$ cat src/rtl/tick_bcd_counter_pkg.sv
// Shared types and constants for the ena-tick BCD counter.
// Holds the run-control state encoding, digit width and the packed status payload.
package tick_bcd_counter_pkg;

    localparam int unsigned DIGIT_W = 4;
    localparam logic [DIGIT_W-1:0] BCD_MAX = 4'd9;

    typedef enum logic [1:0] {
        ST_IDLE = 2'b00,
        ST_RUN  = 2'b01,
        ST_HOLD = 2'b10
    } state_t;

    typedef struct packed {
        logic running;
        logic wrap;
        logic overflow;
    } status_t;

endpackage

$ cat src/rtl/tick_bcd_counter_bcd_digit.sv
// One BCD digit of the tick counter: 0..9 register with synchronous clear and ripple carry.
module tick_bcd_counter_bcd_digit
    import tick_bcd_counter_pkg::*;
(
    input  logic               div_clk,
    input  logic               reset,
    input  logic               inc,
    input  logic               clr,
    output logic [DIGIT_W-1:0] q,
    output logic               at_max,
    output logic               carry
);

    assign at_max = (q == BCD_MAX);
    assign carry  = inc & at_max;

    always_ff @(posedge div_clk or posedge reset) begin
        if (reset) begin
            q <= '0;
        end else if (clr) begin
            q <= '0;
        end else if (inc) begin
            q <= at_max ? '0 : q + DIGIT_W'(1);
        end
    end

endmodule

$ cat src/rtl/tick_bcd_counter.sv
// Counts divider enable ticks in a DIGITS-wide BCD register under start/stop/clear control.
// Outputs packed BCD plus registered running/wrap/overflow status for the readout stage.
module tick_bcd_counter
    import tick_bcd_counter_pkg::*;
#(
    parameter int unsigned DIGITS   = 4,
    parameter bit          SATURATE = 1'b0
) (
    input  logic                        div_clk,
    input  logic                        reset,
    input  logic                        ena,
    input  logic                        start,
    input  logic                        stop,
    input  logic                        clear,
    output logic [DIGIT_W*DIGITS-1:0]   bcd,
    output logic                        running,
    output logic                        wrap,
    output logic                        overflow
);

    state_t            state;
    state_t            state_nxt;
    status_t           status;
    status_t           status_nxt;
    logic [DIGITS:0]   inc_chain;
    logic [DIGITS-1:0] at_max;
    logic              all_max;
    logic              tick;
    logic              wrap_evt;
    logic              sat_evt;

    // A tick is only taken from the registered RUN state with no clear/stop pending.
    always_comb begin
        tick     = (state == ST_RUN) & ena & ~clear & ~stop;
        all_max  = &at_max;
        sat_evt  = tick & all_max & SATURATE;
        wrap_evt = inc_chain[DIGITS];
    end

    // Saturating mode blocks the increment at max so the carry chain never rolls over.
    assign inc_chain[0] = tick & ~sat_evt;

    for (genvar g = 0; g < DIGITS; g++) begin : g_digit
        tick_bcd_counter_bcd_digit u_digit (
            .div_clk (div_clk),
            .reset   (reset),
            .inc     (inc_chain[g]),
            .clr     (clear),
            .q       (bcd[g*DIGIT_W +: DIGIT_W]),
            .at_max  (at_max[g]),
            .carry   (inc_chain[g+1])
        );
    end

    always_ff @(posedge div_clk or posedge reset) begin
        if (reset) begin
            state  <= ST_IDLE;
            status <= '0;
        end else begin
            state  <= state_nxt;
            status <= status_nxt;
        end
    end

    // Run control: clear beats stop, stop beats start.
    always_comb begin
        state_nxt  = state;
        status_nxt = '0;

        if (clear) begin
            state_nxt = ST_IDLE;
        end else begin
            case (state)
                ST_IDLE, ST_HOLD: begin
                    if (start && !stop) begin
                        state_nxt = ST_RUN;
                    end
                end
                ST_RUN: begin
                    if (stop || sat_evt) begin
                        state_nxt = ST_HOLD;
                    end
                end
                default: state_nxt = ST_IDLE;
            endcase
        end

        status_nxt.running  = (state_nxt == ST_RUN);
        status_nxt.wrap     = wrap_evt;
        status_nxt.overflow = ~clear & (status.overflow | wrap_evt | sat_evt);
    end

    assign running  = status.running;
    assign wrap     = status.wrap;
    assign overflow = status.overflow;

endmodule
$ cat config.mk
export PLATFORM = sky130hd
export DESIGN_NAME = tick_bcd_counter
export DESIGN_NICKNAME = d
export VERILOG_FILES = /design/src/rtl/tick_bcd_counter_pkg.sv /design/src/rtl/tick_bcd_counter_bcd_digit.sv /design/src/rtl/tick_bcd_counter.sv
export SDC_FILE = /design/constraint.sdc
export NUM_CORES = 1
export LEC_CHECK = 0
export ABC_AREA = 0
export BUFFER_PORTS_ARGS = -buffer_cell sky130_fd_sc_hd__buf_4
export CAP_MARGIN = 20
export CELL_PAD_IN_SITES_DETAIL_PLACEMENT = 1
export CELL_PAD_IN_SITES_GLOBAL_PLACEMENT = 1
export CORE_UTILIZATION = 43
export DETAILED_ROUTE_END_ITERATION = 10
export PLACE_DENSITY_LB_ADDON = 0.12
export SLEW_MARGIN = 20
export SYNTH_ARGS = -nofsm -noshare
export SYNTH_HDL_FRONTEND = slang
export SYNTH_SLANG_ARGS = --single-unit
$ cat constraint.sdc
create_clock -name div_clk -period 5.2 [get_ports div_clk]
set_clock_uncertainty 0.05 [all_clocks]
set_input_delay 0.52 -clock div_clk [delete_from_list [all_inputs] [get_ports div_clk]]
set_output_delay 0.52 -clock div_clk [all_outputs]
set_load 0.05 [all_outputs]
== Word-level counts from Yosys, hierarchy flattened ==
Cells that the tools add are included.

* Register bits: 21
* Bits of input ports: 6
* Output and inout port bits: 19

* $add $sub $neg: 4
* Equality and inequality tests: 7
* Muxes and demuxes: 16
* Bitwise gates (word level): 11
* Reduce and logical (&&, ||, !) cells: 8

{| class="wikitable"
|+ Operator list
! cell !! number
|-
| $mux 4 || 12
|-
| $add 4x1->4 const B || 4
|-
| $eq 4x4->1 const B || 4
|-
| $and 1x1->1 || 8
|-
| $reduce_bool 2->1 || 4
|-
| $mux 2 || 3
|-
| $eq 2x1->1 const B || 2
|-
| $pmux 2 s2 || 1
|-
| $eq 2x2->1 const B || 1
|-
| $logic_not 2->1 || 1
|-
| $not 1->1 || 2
|-
| $reduce_or 2->1 || 1
|-
| $logic_and 1x1->1 || 1
|-
| $logic_not 1->1 || 1
|-
| $or 1x1->1 || 1
|}

== Longest topological paths before layout ==
Gate-level depths: netlist of the first run.

* Word-level depth: 10
* Depth in mapped cells: 6
* Mapped depth without buffers: 6

== Hierarchy ==
From an unflattened synthesis of the first run, not the netlist that was laid out.

* Cells, all modules: 125
* Area, all modules: 1213.7 um^2

{| class="wikitable"
|+ Modules (own cells, without submodules)
! module !! times used !! cells an instance !! area each (um^2) !! seq. area each (um^2)
|-
| tick_bcd_counter_bcd_digit || 4 || 27 || 252.7 || 100.1
|-
| tick_bcd_counter || 1 || 17 || 202.7 || 125.1
|}

== Worst setup path after synthesis of the first run ==
No wires, ideal clock.

* Path kind: register to register
* Start point: register g_digit[0].u_digit.q[0]
* End point: register g_digit[3].u_digit.q[2]
* Library setup time: 0.078 ns
* Arrival: 1.968 ns
* Required time: 5.072 ns
* Path slack: 3.104 ns
* Stages on the path, launching flop included: 6
* Path buffers: 0
* Clock period less this slack: 2.096 ns
* Path through: dfrtp_1 > ha_1 > nand4b_1 > nand4bb_4 > or4_1 > a21oi_1

* Longest elaborated chain between the ends: 5

{| class="wikitable"
|+ Ends and longest elaborated chain
! what !! RTL line !! source
|-
| from (decl) || tick_bcd_counter_bcd_digit.sv:9 || <nowiki>output logic [DIGIT_W-1:0] q,</nowiki>
|-
| from (signal assigned) || tick_bcd_counter_bcd_digit.sv:23 || <nowiki>q <= at_max ? '0 : q + DIGIT_W'(1);</nowiki>
|-
| $eq 4x4->1 || tick_bcd_counter_bcd_digit.sv:14 || <nowiki>assign at_max = (q == BCD_MAX);</nowiki>
|-
| $and 1x1->1 (3 in series) || tick_bcd_counter_bcd_digit.sv:15 || <nowiki>assign carry = inc & at_max;</nowiki>
|-
| $reduce_bool 2->1 (no line) || - ||
|-
| to (signal assigned) || tick_bcd_counter_bcd_digit.sv:23 ||
|-
| to (decl) || tick_bcd_counter_bcd_digit.sv:9 ||
|}

Every way passes these cells.
A chain may end at the register's enable or synchronous reset.

== Final worst setup path of the first run ==
* Start point: register g_digit[1].u_digit.q[1]
* End point: register g_digit[2].u_digit.q[2]

* Longest elaborated chain between the ends: 3

{| class="wikitable"
|+ Ends and longest elaborated chain
! what !! RTL line
|-
| from (decl) || tick_bcd_counter_bcd_digit.sv:9
|-
| from (signal assigned) || tick_bcd_counter_bcd_digit.sv:23
|-
| $eq 4x4->1 || tick_bcd_counter_bcd_digit.sv:14
|-
| $and 1x1->1 || tick_bcd_counter_bcd_digit.sv:15
|-
| $reduce_bool 2->1 (no line) || -
|-
| to (signal assigned) || tick_bcd_counter_bcd_digit.sv:23
|-
| to (decl) || tick_bcd_counter_bcd_digit.sv:9
|}

Every way passes these cells.

==> results of run 1 <==
==> state kept, by name (all words and copies together), names as in the netlist <==
register	count
state	2
running	1
g_digit.u_digit.q	16
overflow	1
wrap	1
==> placed cells by master, fill, tap and decap left out <==
master     count
and2_1         2
clkinv_2       1
a22oi_1        1
nor2_1         6
nand3_1        4
or4_1          3
nand2_1        6
dfrtp_1       21
a21oi_1       12
inv_1          9
and3_1         1
and4bb_2       1
nand2b_1       1
nor2b_1        1
or4b_4         1
nand4b_1       1
nand4bb_4      1
nor4b_2        1
xor2_1         2
ha_1           8
mux2i_1        2
nor3_1         4
o31ai_1        1
nand4_1        1
o21ai_0        9
o21a_1         1
nand3b_1       3
nor4b_1        1
clkbuf_4       3
nor4_1         2
a21o_1         1
buf_4         24
or3_1          5
and3b_1        4
==> final timing paths <==
check	cells after the start	start	slack (ns)	to
worst min register to register	2	overflow$_DFF_PP0_	0.50	overflow$_DFF_PP0_
worst min-delay path	2	reset	0.30	g_digit[0].u_digit.q[2]$_DFFE_PP0P_
min in group div_clk	2	stop	0.34	state[0]$_DFF_PP0_
max in group asynchronous	2	reset	4.29	g_digit[3].u_digit.q[2]$_DFFE_PP0P_
worst max register to register	6	g_digit[1].u_digit.q[1]$_DFFE_PP0P_	3.15	g_digit[2].u_digit.q[2]$_DFFE_PP0P_
worst max-delay path	6	g_digit[1].u_digit.q[1]$_DFFE_PP0P_	3.15	g_digit[2].u_digit.q[2]$_DFFE_PP0P_
==> metrics by stage <==
stage          worst slack [ns]  cell area, um2  instances  power, mW  util [%]
2_1_floorplan              3.10            1170        118      0.179         -
3_3_place_gp               2.92            1380        170      0.186      54.8
3_5_place_dp               2.86            1380        170      0.187      54.8
4_1_cts                    3.14            1410        174      0.270      55.9
5_1_grt                    3.01            1410        174      0.278      55.9
6_report                   3.15            1410        174      0.265      55.9
==> layout make-up <==
class | instances | area, um2 | share of cell area, %
Multi-Input combinational cell | 86 | 606 | 42.9
Sequential cell | 21 | 526 | 37.3
Timing Repair Buffer | 24 | 180 | 12.8
Tap cell | 30 | 37.5 | 2.66
Inverter | 9 | 33.8 | 2.40
Clock buffer | 3 | 22.5 | 1.60
Clock inverter | 1 | 5.00 | 0.355
==> report_power, final <==
group | switching (mW) | internal, mW | leakage, nW
combinational | 0.0114 | 0.00605 | 0.368
clock | 0.0528 | 0.0288 | 0.0177
sequential | 0.00160 | 0.164 | 0.292
==> metal layers <==
layer | part of all wire [%] | global-route usage [%]
met5 | 0 | 0
met4 | 1.9 | 9.83
met3 | 2.4 | 3.61
met2 | 48 | 34.1
met1 | 48 | 24.4
==> worst max-delay path: stages, from the launching register on <==
cell and delay [ns]:
dfrtp_1 0.44, inv_1 0.08, ha_1 0.15, and3b_1 0.32
nand4_1 0.30, or4_1 0.49, a21oi_1 0.16
==> cell families after synthesis <==
logic type	count (synthesis)	synth area share, %
DFF	21	44.8
AOI/OAI and AO/OA	25	11.5
adders and majority gates	8	8.54
and+or+nand+nor	49	28.4
muxes	2	1.71
xor gates and xnor gates	2	1.49
buffers and inverters	11	3.52
==> results.md, run 1 <==
- Vias: 979
- Post-synth EDFFs: 0
- Leakage power: roughly 0.68 nW
- WL final: approximately 2.6 mm
- Post-DP HPWL: roughly 1.9 mm
- Synthesized area per cell: between 9 and 10 um2
- Fmax: between 400 and 500 MHz
- Max-cap viol count: 0
- Unrepaired setup endpoints after global routing: no
- Die area: ~0.0029 mm2
- Largest net degree at the start of global routing: 23
- CTS sink count: 21
- Ys async rst share: 100%
- Yosys top cell by area: dfrtp_1
- YS warnings: 0
- CTS clk-pin slew, worst paths: roughly 0.12 ns
- VDD IR-drop max: about 170 uV
- Max Slew Vio Count: 0
- Worst EP arrival: roughly 2.3 ns
- Synthesized flop and latch total: 21
- # rows: 18
- Filler cells: 304
- Diode count: 0
- # hold bufs at CTS: 0
- Root Driver: clkbuf_4
- Final hold violation count: 0
- Min Tclk post-route: between 2 and 2.5 ns
- Horiz. Die Dim: 54.2 um
- Setup Fix Bufs, Post-CTS: 0
- Htree depth: 1
- DRT Pass-1 Iters: 4
- Share of cells above drive strength 1: 22.2%
- Post-synth top cells: dfrtp_1, a21oi_1, inv_1, o21ai_0, ha_1
- Final Cycle Share: 39.5%
- Post-CTS Resized: 0
- CTS tree: built
- Vias per cell: 5.63
- Actual slew at the worst max-slew pin: 0.814 ns
- CORE AREA: roughly 0.0025 mm2
- Initial antenna violation count: 0
- Global placement routability congestion: 0.716
- Area Growth Syn to Fin: 20.3%
- Synth Flop Type: dfrtp_1
- Port Buffer Count: 24
- First-pass GRT wire length: 4.17 mm
- DRC errors left: 0
- GRT Total Usage: between 20% and 30%
- Post-synthesis cell type count: 32
- Worst setup EP type: flop
- Initial Utilization: between 40 and 50%
- Setup_tns: 0 ns
- WL/cell: between 10 and 15 um
- # IOs: 25
- Yosys top cell area share: 44.8%
- Post-synthesis instance total: roughly 120
- Worst slew margin: between 40 and 50%
- Largest fanout on the critical path: 7
- Number of global-route vias before repair: between 900 and 1000
- GRT Residual Overflow: 0
- Top-count cell post-synth: dfrtp_1
- Worst hold-check path type: input pin to asynchronous set/reset pin
- Ranking of synthesized cells by area: dfrtp_1, ha_1, a21oi_1
- Die height: about 54 um
- Post-synthesis net count: roughly 130
- Fin nets: 159
- Post-route ant nets: 0
- Seq/Total Area, Yosys: between 40% and 50%
- Cell Area, Synth: ~0.0012 mm2
- Skew-Pair Late Insertion Delay: 0.31 ns
- Worst hold slack: between 0.3 and 0.4 ns
- Crit path required time: between 5 and 6 ns
- Power per cell area: 188 mW/mm2
- Crit start category: flop
- Max Buffers Root-to-Sink: 2
- Status: completed
- Setup CP Type: flop to flop
- # setup viols final: 0
- Starting DRC count in detailed routing: 7
- CTS Buf Count: 3
Note: power is estimated with default switching activity, not from simulation.
==> run 2: changes to the inputs <==
- CORE_UTILIZATION: 43 -> 36
- clock period: 5.2 -> 1.65 ns (I/O delays scaled with it)
==> run 2 against run 1 <==
Compared with the run above: the flow now finishes with violations (setup timing); via count rose by 16%; register-to-register slack got worse by 3.4 ns; clock power rose to 3.1 times the previous value; critical path depth fell by 2; maximum frequency rose by 10%; worst hold slack got worse by 0.16 ns; worst setup slack got worse by 3.4 ns; final area rose by 25%; sequential cell count did not move; global-route usage rose by 0.082 points; non-clock buffer count rose by 33; power rose to 3.2 times the previous value.
==> results.md, run 2 (same netlist as run 1, synthesis figures left out) <==
- Global placement routability congestion: 0.740
- Min Tclk post-route: around 1.9 ns
- Worst Hold Path EP: running$_DFF_PP0_
- Crit path cell chain: or4b_4 -> nand4bb_4 -> or4_4 -> a21oi_2
- Worst hold slack: roughly 0.14 ns
- Clock group share of total power: between 20% and 30%
- Min-delay src: start
- Area Growth Syn to Fin: 50.7%
- Share of cells above drive strength 1: slightly below 50%
- CTS sink count: 21
- Area after DPL: ~0.0017 mm2
- Port Buffer Count: 24
- Worst setup EP type: flop
- DRC errors left: 0
- Largest net degree at the start of global routing: 22
- Commonest cells after routing, fill and taps aside: buf_4, dfrtp_1, a21oi_1
- # IOs: 25
- Setup CP Type: flop to flop
- Post-route design area: between 0.0015 and 0.002 mm2
- Setup_tns: -1.77 ns
- Number of global-route vias before repair: 1182
- Worst R2R Path Depth: 4
- Die height: a little under 60 um
- Largest stage delay on the critical path: approximately 0.5 ns
- Max FFs per register: 16
- Post-DP HPWL: 2.31 mm
- Horiz. Die Dim: 59.1 um
- Worst hold-check path type: input pin to flop
- Vias: around 1100
- Fmax: 537 MHz
- Unrepaired setup endpoints after global routing: yes
- Max-cap viol count: 0
- CTS tree: built
- Skew-Pair Late Insertion Delay: approximately 0.31 ns
- Largest regs: g_digit.u_digit.q x16, state x2
- Crit path required time: between 1.5 and 2 ns
- R2r setup slk: -0.21 ns
- Final Core Density: 57.4%
- Crit start category: flop
- Worst EP arrival: 2.06 ns
- VDD IR-drop max: between 200 and 250 uV
- Fin nets: ~190
- Filler cells: about 360
- Starting DRC count in detailed routing: 26
- Part of the power in registers: between 60 and 70%
- Final hold violation count: 0
- # rows: 20
- Die area: about 0.0035 mm2
- CP max stage cell: or4_4
- Final Worst Setup Slack: -0.211 ns
- Biggest register: g_digit.u_digit.q
- CTS clk-pin slew, worst paths: 0.13 ns
- Max Slew Vio Count: 0
- Total power draw: around 0.86 mW
- GRT Residual Overflow: 0
- CORE AREA: a little over 0.003 mm2
- Status: finished with violations
- Commonest non-fill, non-tap cell in the layout: buf_4
- Failing checks: setup timing
- Reg-to-reg critical path endpoint: g_digit[3].u_digit.q[2]$_DFFE_PP0P_
- Htree depth: 1
- CP delay by family, top: simple AND/OR/NAND/NOR gates
- CTS Buf Count: 3
- Final Cycle Share: 113%
- Post-route ant nets: 0
- Switch share: about a quarter
- Worst slew margin: 80.5%
- # setup viols final: 14
- Worst r2r src: state[1]$_DFF_PP0_
- Leakage power: roughly 0.84 nW
- Initial Utilization: around two fifths
- WL/cell: 14.3 um
- CP Buf/Inv Count: 0
- Max Buffers Root-to-Sink: 2
- Switch Pwr: 0.214 mW
- GRT Total Usage: about a fifth
- Initial antenna violation count: 0
- Actual slew at the worst max-slew pin: 0.293 ns
- Largest fanout on the critical path: 3
- First-pass GRT wire length: 5.32 mm
- Root Driver: clkbuf_4
- Comb power frac: roughly a tenth
- Hold Path Cell Cnt: 3
- Power per cell area: between 400 and 500 mW/mm2
- Int Pwr: 0.645 mW
- Diode count: 0
- WL final: between 3 and 4 mm
- Vias per cell: roughly 5.2
- DRT Pass-1 Iters: 4
## run 2: cell types whose count changed in the layout (fill, tap and decap cells not counted), moves of 3 or more
cell | before | now
buf_4 | 24 | 55
dfrtp_2 | 0 | 7
dfrtp_1 | 21 | 14
a21oi_1 | 12 | 9
a21oi_2 | 0 | 3
o21ai_0 | 9 | 6
## run 2: timing repair
item | 4_1_cts | 5_1_grt
setup endpoints to repair | 12 | 14
resized for setup | 4 | 9
pin swaps | 7 | 5
hold buffers | 1 | 0
buffers inserted | 3 | 1
gates cloned | 0 | 0
hold endpoints to repair | 21 | 0
## run 2: worst register-to-register path, stage by stage, from the launching register on
cell and delay, ns:
dfrtp_1 0.41, or4b_4 0.48, nand4bb_4 0.22, or4_4 0.51, a21oi_2 0.13
## run 2: power by group through the flow
| stage | clock network, mW | registers [mW] | logic, mW |
|---|---|---|---|
| after floorplan | 0 | 0.539 | 0.0271 |
| after global placement | 0 | 0.530 | 0.0745 |
| after detailed placement | 0 | 0.531 | 0.0775 |
| after CTS | 0.267 | 0.521 | 0.0824 |
| after global routing | 0.287 | 0.521 | 0.0895 |
| final | 0.256 | 0.521 | 0.0820 |
## run 2: cell type report
class | instances | area, um2 | area share (%)
flip-flops and latches | 21 | 534 | 30.2
well taps | 44 | 55.1 | 3.12
inverters | 9 | 33.8 | 1.91
multi-input cells | 86 | 682 | 38.6
clock inverters | 1 | 5.00 | 0.283
clock buffers | 3 | 22.5 | 1.27
repair buffers | 57 | 434 | 24.6
## run 2: through the flow
| step | worst slack, ns | instances |
|---|---|---|
| final | -0.211 | 221 |
| after global routing | -0.291 | 221 |
| after CTS | -0.206 | 220 |
| after detailed placement | -0.262 | 212 |
| after global placement | -0.168 | 212 |
| after floorplan | -0.248 | 118 |
## run 2: worst max-delay path by stage
stage,start,endpoint,slack (ns),cells past startpoint
2_1_floorplan,state[1]$_DFF_PP0_,g_digit[3].u_digit.q[2]$_DFFE_PP0P_,-0.25,4
3_3_place_gp,state[1]$_DFF_PP0_,g_digit[3].u_digit.q[2]$_DFFE_PP0P_,-0.17,4
3_5_place_dp,state[1]$_DFF_PP0_,g_digit[3].u_digit.q[2]$_DFFE_PP0P_,-0.26,4
4_1_cts,state[1]$_DFF_PP0_,g_digit[3].u_digit.q[2]$_DFFE_PP0P_,-0.21,4
5_1_grt,state[1]$_DFF_PP0_,g_digit[2].u_digit.q[1]$_DFFE_PP0P_,-0.29,7
6_report,state[1]$_DFF_PP0_,g_digit[3].u_digit.q[2]$_DFFE_PP0P_,-0.21,4
## run 2: routing by layer
layer  up-vias  part of all wire, %  global-route usage (%)  wire (um)
li1        541                    -                       -          -
met1       576                   43                    24.5       1350
met2        18                   54                    36.4       1700
met3         4                  2.2                    1.97         71
met4         0                  1.3                    8.50         41
met5         -                    0                       0          0
